[config.mk]
export PLATFORM = sky130hd
export DESIGN_NAME = timebase_ctrl
export DESIGN_NICKNAME = d
export VERILOG_FILES = /design/src/rtl/timebase_pkg.sv /design/src/rtl/timebase_ctrl_tick_gen.sv /design/src/rtl/timebase_ctrl.sv
export SDC_FILE = /design/constraint.sdc
export NUM_CORES = 1
export LEC_CHECK = 0
export ABC_AREA = 1
export CORE_MARGIN = 2
export CORE_UTILIZATION = 25
export CTS_BUF_LIST = sky130_fd_sc_hd__clkbuf_4
export DETAILED_ROUTE_END_ITERATION = 16
export HOLD_SLACK_MARGIN = 0.08
export SYNTH_ARGS = -nofsm -noshare
export SYNTH_HDL_FRONTEND = slang
export SYNTH_SLANG_ARGS = --single-unit
[constraint.sdc]
create_clock -name clk -period 4.2 [get_ports clk]
set_input_delay 0.84 -clock clk [delete_from_list [all_inputs] [get_ports clk]]
set_output_delay 0.84 -clock clk [all_outputs]
set_load 0.02 [all_outputs]
[src/rtl/timebase_pkg.sv]
// timebase_pkg: shared FSM state encodings and period limits for the clock timebase
package timebase_pkg;
  typedef enum logic [1:0] {
    ST_IDLE  = 2'b00,
    ST_RUN   = 2'b01,
    ST_PAUSE = 2'b10,
    ST_STEP  = 2'b11
  } state_t;
  localparam int unsigned MIN_DIV = 2;
endpackage

[src/rtl/timebase_ctrl_tick_gen.sv]
// tick_gen: modulo-N counter with enable and clear, emitting a registered 1-cycle tick on wrap
module tick_gen #(
  parameter int unsigned CNT_W = 32
) (
  input  logic             clk,
  input  logic             rst,
  input  logic             en_i,
  input  logic             clr_i,
  input  logic [CNT_W-1:0] n_i,
  output logic [CNT_W-1:0] cnt_o,
  output logic             tick_o
);
  logic [CNT_W-1:0] cnt_q, cnt_d;
  logic             tick_q, wrap;
  // >= rather than == so a period shrunk mid-count wraps on the next edge
  always_comb begin
    wrap  = en_i && (cnt_q >= n_i - CNT_W'(1));
    cnt_d = clr_i ? '0 : !en_i ? cnt_q : wrap ? '0 : cnt_q + CNT_W'(1);
  end
  // count and tick registers
  always_ff @(posedge clk or negedge rst) begin
    if (!rst) begin
      cnt_q  <= '0;
      tick_q <= 1'b0;
    end else begin
      cnt_q  <= cnt_d;
      tick_q <= wrap;
    end
  end
  assign cnt_o  = cnt_q;
  assign tick_o = tick_q;
endmodule

[src/rtl/timebase_ctrl.sv]
// timebase_ctrl: run/pause/step sequencing of the seconds, scan and blink timebase
module timebase_ctrl
  import timebase_pkg::*;
#(
  parameter int unsigned      CNT_W    = 32,
  parameter logic [CNT_W-1:0] SEC_DIV  = 100_000_000,
  parameter logic [CNT_W-1:0] FAST_DIV = 1_000_000,
  parameter logic [CNT_W-1:0] SCAN_DIV = 100_000
) (
  input  logic             clk,
  input  logic             rst,
  input  logic             run_req,
  input  logic             pause_req,
  input  logic             step_req,
  input  logic             fast,
  input  logic             cfg_valid,
  input  logic [CNT_W-1:0] cfg_div,
  output logic             cfg_ready,
  output logic             tick_sec,
  output logic             tick_scan,
  output logic             blink,
  output logic [1:0]       state
);
  state_t           state_q, state_d, ret_q, ret_d;
  logic [CNT_W-1:0] div_q, div_d, div_eff, sec_cnt;
  logic             blink_q, blink_d, run, xfer, sec_tick;
  // next state, period capture and blink toggle; STEP always returns where it came from
  always_comb begin
    run       = state_q == ST_RUN;
    cfg_ready = state_q == ST_IDLE || state_q == ST_PAUSE;
    xfer      = cfg_valid && cfg_ready;
    div_eff   = fast ? FAST_DIV : div_q;
    div_d     = !xfer ? div_q : cfg_div < CNT_W'(MIN_DIV) ? CNT_W'(MIN_DIV) : cfg_div;
    blink_d   = state_q == ST_IDLE ? 1'b0 :
                (run && (sec_cnt == (div_eff >> 1) - CNT_W'(1) || sec_cnt >= div_eff - CNT_W'(1))) ? ~blink_q : blink_q;
    state_d   = state_q == ST_STEP ? ret_q :
                run ? (pause_req ? ST_PAUSE : ST_RUN) :
                step_req ? ST_STEP :
                run_req ? ST_RUN : state_q;
    ret_d     = state_d == ST_STEP ? state_q : ret_q;
  end
  // FSM, period and blink registers
  always_ff @(posedge clk or negedge rst) begin
    if (!rst) begin
      state_q <= ST_IDLE;
      ret_q   <= ST_IDLE;
      div_q   <= SEC_DIV;
      blink_q <= 1'b0;
    end else begin
      state_q <= state_d;
      ret_q   <= ret_d;
      div_q   <= div_d;
      blink_q <= blink_d;
    end
  end
  tick_gen #(.CNT_W(CNT_W)) u_sec (
    .clk    (clk),
    .rst    (rst),
    .en_i   (run),
    .clr_i  (state_q == ST_IDLE || xfer),
    .n_i    (div_eff),
    .cnt_o  (sec_cnt),
    .tick_o (sec_tick)
  );
  tick_gen #(.CNT_W(CNT_W)) u_scan (
    .clk    (clk),
    .rst    (rst),
    .en_i   (1'b1),
    .clr_i  (1'b0),
    .n_i    (SCAN_DIV),
    .cnt_o  (),
    .tick_o (tick_scan)
  );
  assign tick_sec = sec_tick || state_q == ST_STEP;
  assign blink    = blink_q;
  assign state    = state_q;
endmodule

==> summary.txt <==
Timing
  • Fmax: about 0.26 GHz
  • Tmin final: 3.81 ns
  • RSZ-0062 raised after global routing: no
  • Slew headroom: between 20% and 30%
  • Worst slew pin tran: between 1 and 1.5 ns
  • Hold Slack: 0.485 ns
  • Setup TNS: 0 ns
  • Fin. max-slew vios: 0
  • Setup Skew: 0.0294 ns
  • Final period utilization: between 90% and 100%
  • Fin. Hold Viols: 0
  • Final setup violation count: 0

Finish
  • Multi-input logic area: ~4500 um2
  • Fin cells: approximately 1600
  • Post-Route Utilization: between 30% and 40%
  • Most common cell after layout, fill and taps aside: nand2_1
  • NumNets Final: about 1300
  • Area delta synth->final: 21.7%
  • Reg area: between 2000 and 3000 um2
  • Most frequent cells in the layout: nand2_1 (308), nor2_1 (133), inv_1 (106)
  • Layout cells sized above 1: between 10% and 20%
  • FILL cells: about 3300
  • ANT cells: 0

CTS
  • Clk Tree Root Cell: clkbuf_4
  • Clock Latency Late Sink: 0.51 ns
  • Clk buf depth: 2
  • H-Tree Depth: 3
  • Number of CTS-inserted buffers: 9
  • Clk sinks: about 100
  • CTS tree: yes
  • Reg clk slew, reported paths: between 0.15 and 0.2 ns

Power
  • Leak Pwr: roughly 4.2 nW
  • Max IR drop VDD: ~0.00018 V
  • PD cells: around 430 nW/um2
  • Post-route total power: 3.95 mW

Synth
  • Synthesized area: between 7000 and 8000 um2
  • Yosys reg bits: about 100
  • Share of the synthesized area in the top cell type: 30.3%
  • Synth Warn #: 0
  • Post-synth EDFFs: 0
  • Ys async rst share: 100%
  • Largest area contributor in the netlist: dfrtp_1
  • Register area share after synthesis: between 30% and 40%
  • Synth cell types: between 40 and 50
  • Ys flop type: dfrtp_1
  • Mapped Avg Cell Area: 7.13 um2
  • Cells after synthesis: 1054
  • Area contributors post-synth: dfrtp_1 (30%), nand2_1 (15%), xor2_1 (7.7%)

Routing
  • DR WL/cell: 13.6 um
  • Total number of vias: 7104
  • Remaining DRCs: 0
  • Remaining antenna violation count: 0
  • 1st-pass router iterations: 5
  • DR iter-0 viols: 516
  • Drt via density: approximately 4.5
  • Final wirelength: 21.5 mm

Min path
  • Hold path startpoint: u_scan.cnt_o[0]$_DFF_PN0_
  • Hold/Removal Path Class: reg2reg

Floorplan
  • Starting density of the core: between 20% and 30%
  • Row count: 63
  • Boundary Pins: between 40 and 50
  • Core Box Area: 29600 um2
  • Die H: roughly 180 um
  • Width of the die: roughly 180 um
  • Die ar.: between 30000 and 40000 um2

Setup path
  • CP max-delay cell: clkdlybuf4s50_1
  • Critical path buffers and inverters: 3
  • Worst stage delay on the critical path: 0.52 ns
  • Worst EP arrival: roughly 4.2 ns
  • Crit-path max FO: 28
  • Critical path launch point: fast
  • WS Path Type: in2reg
  • Crit path capture type: flip-flop
  • CP Launch Type: input pin
  • Worst Path Required: 4.63 ns
  • CP Cell Sequence: clkdlybuf4s50_1 -> buf_4 -> nor2_4 -> nand2_1 -> nor2_1 -> nand2_1 -> nor2_1 -> nand2_1 -> nor2_1 -> xor2_1 -> ha_1 -> a21oi_1 -> o21ai_0 -> o21bai_1 -> a31oi_1 -> nand4_1 -> buf_12 -> o21ai_0
  • CP top delay family: simple AND/OR/NAND/NOR gates
  • Reg-to-reg startpoint: div_q[4]$_DFFE_PN0P_

Global routing
  • GR Util All Layers: 14.3%
  • Largest net degree at the start of global routing: between 80 and 90
  • Congestion Overflow GR: 0
  • First-pass GRT wire length: ~36 mm
  • Number of global-route vias before repair: 6990
  • Antenna violations before repair: 0

Placed design
  • Cell count after placement: between 1500 and 2000
  • Final HPWL DP: ~18 mm
  • Port buffer count: 44
  • Routability cong.: 0.956

Flow run
  • Max-cap violations: 0

Run status
  • Status: finished, final reports clean
[registers in the layout, indices dropped and copies added, names as in the netlist]
name,count
div_q,32
u_scan.cnt_o,32
u_sec.cnt_o,32
ret_q,2
state,2
blink,1
u_scan.tick_o,1
u_sec.tick_o,1
[layer usage]
metal	part of all wire [%]	global-route usage, %	vias up	wire [um]
met5	0	0	-	0
met4	1.9	3.79	0	412
met3	4.5	1.84	23	969
met2	45	23.4	134	9760
met1	48	19.9	3315	10300
li1	-	-	3632	-
[stage by stage]
stage	worst slack (ns)	area (um2)
finish	0.394	9140
detailed placement	-0.159	9010
global placement	-0.111	9010
CTS	0.392	9140
floorplan	0.475	7570
global route	0.0461	9140
[power breakdown]
part           leakage [nW]  switching (mW)  total, mW  internal, mW
Sequential             1.31           0.198       1.42          1.22
Combinational          2.86            1.22       2.02         0.799
Clock                0.0655           0.379      0.516         0.138
[worst paths after layout]
check / endpoint / slack, ns / depth (start not counted)
max: u_sec.cnt_o[27]$_DFFE_PN0P_ / 0.39 / 18
min: u_scan.cnt_o[0]$_DFF_PN0_ / 0.48 / 1
max reg2reg: u_sec.cnt_o[27]$_DFFE_PN0P_ / 1.00 / 15
min reg2reg: u_scan.cnt_o[0]$_DFF_PN0_ / 0.48 / 1
max in group asynchronous: u_sec.cnt_o[0]$_DFFE_PN0P_ / 2.80 / 2
min in group asynchronous: u_scan.cnt_o[1]$_DFF_PN0_ / 0.50 / 1
[logic make-up after synthesis]
group                    after synthesis  synth area share (%)
flip-flops                           103                  34.5
buffers and inverters                129                  6.91
AND/OR/NAND/NOR                      599                  35.2
XOR/XNOR                              79                  9.21
other                                  1                0.0499
AO/OA/AOI/OAI                        108                  8.28
adder cells (fa/ha/maj)               35                  5.83
[layout make-up]
| cell class | count | share of cell area, % |
|---|---|---|
| flip-flops and latches | 103 | 28.4 |
| clock inverters | 6 | 0.575 |
| well taps | 390 | 5.34 |
| multi-input cells | 836 | 48.8 |
| repair buffers | 120 | 11.4 |
| clock buffers | 10 | 0.821 |
| inverters | 113 | 4.67 |
[repair_timing]
action / 4_1_cts / 5_1_grt
setup endpoints to repair: 0 / 1
hold buffers: 0 / 0
hold endpoints to repair: 0 / 0
setup buffers: 0 / 0
resized for setup: 0 / 1
[synth_stat cells (all sizes together), types with 12 or more instances]
library cell and number:
nand3 58, o22ai 26, dfstp 12, nand2 333, nand4 15, dfrtp 91
xor2 66, xnor2 13, nor4 12, inv 111, ha 35, nor2 154
a21oi 23, o21ai 42, nor3 21
Power figures use the tool's default switching activity.
